===== config.mk =====
export PLATFORM = sky130hd
export DESIGN_NAME = por_seq_ctrl
export DESIGN_NICKNAME = d
export VERILOG_FILES = /design/src/rtl/por_seq_ctrl.sv
export SDC_FILE = /design/constraint.sdc
export NUM_CORES = 1
export LEC_CHECK = 0
export ABC_AREA = 0
export BUFFER_PORTS_ARGS = -buffer_cell sky130_fd_sc_hd__buf_2
export CAP_MARGIN = 20
export CORE_UTILIZATION = 50
export DETAILED_ROUTE_END_ITERATION = 16
export GPL_TIMING_DRIVEN = 0
export PLACE_DENSITY = 0.87
export SLEW_MARGIN = 10
export SYNTH_ARGS = -nofsm -noshare
export SYNTH_HDL_FRONTEND = slang
export SYNTH_SLANG_ARGS = --single-unit

===== constraint.sdc =====
create_clock -name osc_ck -period 2.27 [get_ports osc_ck]
set_clock_uncertainty 0.1 [all_clocks]
set_input_delay 0.454 -clock osc_ck [delete_from_list [all_inputs] [get_ports osc_ck]]
set_output_delay 0.454 -clock osc_ck [all_outputs]
set_load 0.005 [all_outputs]

===== src/rtl/por_seq_ctrl.sv =====
// Post-POR reset-release sequencer: releases N_DOM reset domains in index order,
// with a programmable inter-release delay, per-domain ack timeout and sticky error.
module por_seq_ctrl #(
    parameter int N_DOM  = 4,
    parameter int DLY_W  = 8,
    parameter int ACK_TO = 16,
    localparam int DOM_W = (N_DOM > 1) ? $clog2(N_DOM) : 1,
    localparam int TO_W  = $clog2(ACK_TO + 1)
) (
    input  logic             osc_ck,
    input  logic             rsb,
    input  logic             por,
    input  logic [DLY_W-1:0] dly_cfg,
    input  logic [N_DOM-1:0] dom_ack,
    output logic [N_DOM-1:0] dom_rstb,
    output logic             seq_done,
    output logic             seq_err,
    output logic [DOM_W-1:0] err_dom,
    output logic [2:0]       seq_state
);

    typedef enum logic [2:0] {
        S_IDLE = 3'd0,
        S_WAIT = 3'd1,
        S_ACK  = 3'd2,
        S_DONE = 3'd3,
        S_ERR  = 3'd4
    } state_e;

    localparam logic [DOM_W-1:0] LAST_DOM = DOM_W'(N_DOM - 1);
    localparam logic [TO_W-1:0]  TO_LAST  = TO_W'(ACK_TO - 1);

    state_e            state_q, state_d;
    logic [DOM_W-1:0]  cur_q, cur_d;
    logic [DLY_W-1:0]  dly_cnt_q, dly_cnt_d;
    logic [TO_W-1:0]   to_cnt_q, to_cnt_d;
    logic [N_DOM-1:0]  dom_rstb_q, dom_rstb_d;
    logic              seq_done_q, seq_done_d;
    logic              seq_err_q, seq_err_d;
    logic [DOM_W-1:0]  err_dom_q, err_dom_d;

    // A zero delay setting still spends one cycle in WAIT.
    function automatic logic [DLY_W-1:0] dly_load(input logic [DLY_W-1:0] cfg);
        if (cfg == '0) begin
            dly_load = DLY_W'(1'b1);
        end else begin
            dly_load = cfg;
        end
    endfunction

    // Next-state and next-output logic; por aborts everything back to IDLE.
    always_comb begin
        state_d    = state_q;
        cur_d      = cur_q;
        dly_cnt_d  = dly_cnt_q;
        to_cnt_d   = to_cnt_q;
        dom_rstb_d = dom_rstb_q;
        seq_done_d = seq_done_q;
        seq_err_d  = seq_err_q;
        err_dom_d  = err_dom_q;

        if (por) begin
            state_d    = S_IDLE;
            cur_d      = '0;
            dly_cnt_d  = '0;
            to_cnt_d   = '0;
            dom_rstb_d = '0;
            seq_done_d = 1'b0;
            seq_err_d  = 1'b0;
            err_dom_d  = '0;
        end else begin
            case (state_q)
                S_IDLE: begin
                    dom_rstb_d = '0;
                    cur_d      = '0;
                    dly_cnt_d  = dly_load(dly_cfg);
                    state_d    = S_WAIT;
                end
                S_WAIT: begin
                    if (dly_cnt_q <= DLY_W'(1'b1)) begin
                        // Thermometer release: earlier domains stay out of reset.
                        dom_rstb_d = dom_rstb_q | (N_DOM'(1'b1) << cur_q);
                        to_cnt_d   = '0;
                        state_d    = S_ACK;
                    end else begin
                        dly_cnt_d = dly_cnt_q - DLY_W'(1'b1);
                    end
                end
                S_ACK: begin
                    if (dom_ack[cur_q]) begin
                        if (cur_q == LAST_DOM) begin
                            seq_done_d = 1'b1;
                            state_d    = S_DONE;
                        end else begin
                            cur_d     = cur_q + DOM_W'(1'b1);
                            dly_cnt_d = dly_load(dly_cfg);
                            state_d   = S_WAIT;
                        end
                    end else if (to_cnt_q >= TO_LAST) begin
                        seq_err_d  = 1'b1;
                        err_dom_d  = cur_q;
                        dom_rstb_d = '0;
                        state_d    = S_ERR;
                    end else begin
                        to_cnt_d = to_cnt_q + TO_W'(1'b1);
                    end
                end
                S_DONE: begin
                    dom_rstb_d = '1;
                    seq_done_d = 1'b1;
                end
                S_ERR: begin
                    dom_rstb_d = '0;
                    seq_err_d  = 1'b1;
                end
                default: begin
                    state_d    = S_IDLE;
                    dom_rstb_d = '0;
                    seq_done_d = 1'b0;
                end
            endcase
        end
    end

    // State and output registers, cleared asynchronously by rsb.
    always_ff @(posedge osc_ck or negedge rsb) begin
        if (!rsb) begin
            state_q    <= S_IDLE;
            cur_q      <= '0;
            dly_cnt_q  <= '0;
            to_cnt_q   <= '0;
            dom_rstb_q <= '0;
            seq_done_q <= 1'b0;
            seq_err_q  <= 1'b0;
            err_dom_q  <= '0;
        end else begin
            state_q    <= state_d;
            cur_q      <= cur_d;
            dly_cnt_q  <= dly_cnt_d;
            to_cnt_q   <= to_cnt_d;
            dom_rstb_q <= dom_rstb_d;
            seq_done_q <= seq_done_d;
            seq_err_q  <= seq_err_d;
            err_dom_q  <= err_dom_d;
        end
    end

    assign dom_rstb  = dom_rstb_q;
    assign seq_done  = seq_done_q;
    assign seq_err   = seq_err_q;
    assign err_dom   = err_dom_q;
    assign seq_state = state_q;

endmodule


==> Yosys cells after proc, flatten, opt, wreduce, memory -nomap -nowiden <==
Index checks and enable logic that the tools add are counted.
{ "word_totals": {"output_inout_bits": 11, "ff_bits": 26, "wordCells": 91} }
{ "op_classes": {"add_sub_neg": 3, "n_reduce_logical": 18, "n_shift": 1, "n_bitwise": 1, "eq_ne": 17, "mux": 40, "n_lt_le_gt_ge": 3} }
{ "ops": {"columns": ["cell", "n"], "rows": [
  ["8-bit two-way mux", 5],
  ["3-bit != test, second input constant", 8],
  ["8-bit case mux with 3 select lines", 1],
  ["5-bit two-way mux", 4],
  ["3-bit AND reduction", 6],
  ["2-bit two-way mux", 8],
  ["4-bit two-way mux", 4],
  ["3-bit two-way mux", 4],
  ["3-bit case mux with 4 select lines", 1],
  ["4-bit case mux with 3 select lines", 1],
  ["5-bit case mux with 2 select lines", 1],
  ["3-bit nonzero test", 3],
  ["8-bit by 1-bit <= comparator with 1-bit output, second input constant", 1],
  ["8-bit logical NOT", 1],
  ["4-bit AND reduction", 2],
  ["8-bit by 1-bit subtractor with 8-bit output, second input constant", 1],
  ["1-bit two-way mux", 7],
  ["3-bit by 2-bit equality test with 1-bit output, second input constant", 2],
  ["5-bit by 1-bit adder with 5-bit output, second input constant", 1],
  ["5-bit by 4-bit greater-or-equal comparator with 1-bit output, second input constant", 1],
  ["2-bit by 1-bit != test with 1-bit output, second input constant", 2],
  ["4-bit != test, second input constant", 1],
  ["4-bit bitwise OR", 1],
  ["2-bit case mux with 2 select lines", 1],
  ["15 further kinds", 16]
]} }

==> Longest topological paths before layout <==
{ "depth": {"word_depth": 6, "ltp_mapped": 8, "depth_no_buf": 8} }

==> Least setup slack after synthesis <==
No wires, ideal clock.
{ "synth_timing": {"path_type": "register to register", "from": "register to_cnt_q[0]", "to": "register to_cnt_q[3]", "stages_incl_launch_ff": 9, "path_buffers": 0, "slack_ns": -0.036, "synth_period_minus_slack_ns": 2.306, "t_arrival_ns": 2.080, "path_cell_list": "dfrtp_1 > ha_1 > and3_1 > ha_1 > nor2_1 > or4b_1 > a221o_1 > o21ai_1 > o31ai_1"} }
{ "synth_via": {"elab_chain_cells": 5, "word_cells_on_any_way": 8} }
{ "synth_lines": {"columns": ["item", "line_no", "rtl"], "rows": [
  ["start: declaration", "36", "logic [TO_W-1:0] to_cnt_q, to_cnt_d;"],
  ["start signal: assignment", "140", "to_cnt_q <= to_cnt_d;"],
  ["5-bit by 1-bit adder with 5-bit output", "105", "to_cnt_d = to_cnt_q + TO_W'(1'b1);"],
  ["5-bit two-way mux", "99", "end else if (to_cnt_q >= TO_LAST) begin"],
  ["5-bit two-way mux", "90", "if (dom_ack[cur_q]) begin"],
  ["5-bit case mux with 2 select lines", "72", "case (state_q)"],
  ["5-bit two-way mux", "62", "if (por) begin"]
]} }
Parallel ways exist; a longest one is shown, timed or not. The select of a mux whose other input is x is not followed.
A chain may end at the register's enable or synchronous reset.

==> Worst setup path in the final report <==
Same ends and word-level chain as after synthesis.

==> impl_summary.log <==
INFO  metric rsz0062_at_grt = yes
INFO  metric core_region_area = about 3000 um^2
INFO  metric routed_wire_length_per_instance = 12.7 um
INFO  metric tritoncts = done
INFO  metric grt_pass1_vias = 1391
INFO  metric ctsRootBufferMaster = clkbuf_4
INFO  metric critical_path.max_fanout = 5
INFO  metric initial_utilization = 0.529
INFO  metric synth_warnings = 0
INFO  metric synth.ff_latch_count = 26
INFO  metric die_x = 58.8 um
INFO  metric final-setup-viol-count = 2
INFO  metric final_layout_size_suffix_gt1_frac = 0.216
INFO  metric finalHoldWorstSlack = 0.303 ns
INFO  metric powerDensity = 711 nW/um^2
INFO  metric post-route-period-util = 1.01
INFO  metric post_synth_inst_count = 184
INFO  metric drcViolationCount = 0
INFO  metric report.final.hold_viol_count = 0
INFO  metric critical_path_arrival = ~2.4 ns
INFO  metric synth_area = 1610 um^2
INFO  metric timing.final.max_slew_violations = 0
INFO  metric ys_seq_area_frac = 0.403
INFO  metric groute.usage.overall = 0.222
INFO  metric period_minus_ws_final = 2.29 ns
INFO  metric end_kind = flip-flop
INFO  metric grt_start_max_net_pins = 27
INFO  metric worstSetupPathType = reg -> reg
INFO  metric async_reset_ff_frac = 1.00
INFO  metric timing.setup.tns = -0.0269 ns
INFO  metric cts_made_buffers = 3
INFO  metric timing.max_cap.violations = 0
INFO  metric hold_class = in -> reg
INFO  metric h-tree-depth = 1
INFO  metric vias_per_cell = 5.58
INFO  metric area_overhead_of_the_layout_relative_to_synthesis = 17.9%
INFO  metric worst_setup_path_start_kind = flip-flop
INFO  metric synth.lib_cells_used.distinct = 43
INFO  metric total_power = 1.35 mW
INFO  metric die_y = 58.8 um
INFO  metric remaining_global_route_overflow = 0
INFO  metric final_common_cell = dfrtp_1
INFO  metric drt-total-wl = 3.32 mm
INFO  metric worst_ep_required_time = approximately 2.4 ns
INFO  metric final_cell_area = about 1900 um^2
INFO  metric setup_slack = -0.0154 ns
INFO  metric worstMarginPinSlew = 0.612 ns
INFO  metric design.portCount = 26
INFO  metric detailroute.via_count = between 1000 and 1500
INFO  metric cts_max_path_buffers = 2
INFO  metric die_area = roughly 3500 um^2
INFO  metric drtAntennaViolNets = 0
INFO  metric grt_antenna_before_repair = 0
INFO  metric detailedRoute.firstIterationViolations = 72
INFO  metric syn-num-nets = 207
INFO  metric post-place-ws = -0.150 ns
INFO  metric worst_setup_hold_path_clk_slew = 0.14 ns
INFO  metric vdd.ir_drop.worst = 0.398 mV
INFO  metric finalWeightedCongestion = roughly 0.86
INFO  metric slew_headroom = 0.589
INFO  metric violations = setup timing
INFO  metric syn_avg_cell_area = 8.77 um^2
INFO  metric postSynth.topFlopCell = dfrtp_1
INFO  metric num_antenna_cells = 0
INFO  metric maxClockFrequency = 438 MHz
INFO  metric worst_skew_pair.late_latency = 0.33 ns
INFO  metric row_count = 20
INFO  metric total_leakage_power = 0.841 nW
INFO  metric layout_common_cells = dfrtp_1, buf_2, nor2_1, nand2_1, nor3_1
INFO  metric place_hpwl = 2.45 mm
INFO  metric synth_edf_count = 0
INFO  metric clock_sink_count = 26
INFO  metric nets = ~240
INFO  metric placedInstanceArea = between 1500 and 2000 um^2
INFO  metric drt-pass1-iter-count = 4
INFO  metric wire_length_of_the_first_global_routing_pass = approximately 5.9 mm
INFO  metric outcome = finished, violations left
INFO  metric port_buffers = 25
INFO  metric fillCellCount = 290
-- through the flow --
stage	instances	util
6_report	262	0.623
5_1_grt	262	0.623
2_1_floorplan	184	-
4_1_cts	261	0.619
3_5_place_dp	253	0.589
3_3_place_gp	253	0.589
-- layer usage --
| layer | GRT usage | wire, um |
|---|---|---|
| met5 | 0 | 0 |
| met4 | 0.0918 | 62 |
| met3 | 0.0198 | 88 |
| met2 | 0.412 | 1720 |
| met1 | 0.259 | 1450 |
-- timing repair --
| item | CTS | global route |
|---|---|---|
| resized for setup | 5 | 3 |
| hold buffers | 1 | 0 |
| endpoints found under the setup margin | 5 | 5 |
| setup buffers | 3 | 1 |
| endpoints found under the hold margin | 26 | 0 |
| pin swaps | 5 | 7 |
-- cells by family after synthesis --
logic type,after synthesis,synth area share
muxes,4,0.0326
adders and majority gates,8,0.0620
xor gates and xnor gates,5,0.0271
AOI/OAI and AO/OA,49,0.195
and+or+nand+nor,74,0.233
DFF,26,0.403
buffers and inverters,18,0.0465
-- cells in the mapped netlist, drive strengths merged, types with 3 or more instances --
master / n / area, um^2
a21o: 3 / 22.5
a21oi: 11 / 55.1
clkbuf: 5 / 18.8
dfrtp: 26 / 651
ha: 8 / 100
inv: 11 / 41.3
mux2i: 3 / 30.0
nand2: 16 / 60.1
nand2b: 3 / 18.8
nand3: 3 / 15.0
nor2: 21 / 78.8
nor3: 14 / 75.1
o21ai: 16 / 83.8
o31ai: 6 / 45.0
or4b: 3 / 30.0
xnor2: 5 / 43.8
-- registers in the layout (all words and copies together), names as in the netlist --
name       cells
seq_err        1
to_cnt_q       5
seq_state      3
dly_cnt_q      8
seq_done       1
cur_q          2
err_dom        2
dom_rstb       4
-- final cells by class --
cell class | instances | area, um^2 | area share
sequential | 26 | 651 | 0.342
inverter | 11 | 41.3 | 0.0217
multi-input combinational | 140 | 921 | 0.484
buffer | 7 | 33.8 | 0.0178
timing repair buffer | 30 | 165 | 0.0868
clock buffer | 4 | 36.3 | 0.0191
tap | 44 | 55.1 | 0.0289
-- worst paths after layout --
path,startpoint,end,depth (start not counted),slack [ns]
min in group asynchronous,rsb,to_cnt_q[2],2,0.52
hold reg to reg,seq_err,seq_err,2,0.41
setup / recovery,to_cnt_q[0],to_cnt_q[3],8,-0.02
max in group asynchronous,rsb,dly_cnt_q[3],2,1.19
setup reg to reg,to_cnt_q[0],to_cnt_q[3],8,-0.02
hold / removal,dly_cfg[7],dly_cnt_q[7],3,0.30
-- critical path, stage by stage, from the launching register on --
cell	delay, ns
dfrtp_1	0.42
ha_2	0.19
and3_4	0.18
ha_4	0.16
nor2_4	0.08
or4b_1	0.44
a221o_1	0.38
o21ai_1	0.15
o31ai_1	0.08
-- where the power goes --
part           leakage, nW  internal [mW]  total (mW)  switching, mW
clock               0.0210         0.0985       0.241          0.142
sequential           0.350          0.527       0.601         0.0736
combinational        0.470          0.230       0.511          0.282
total                0.841          0.855        1.35          0.498
Power figures use the tool's default switching activity.
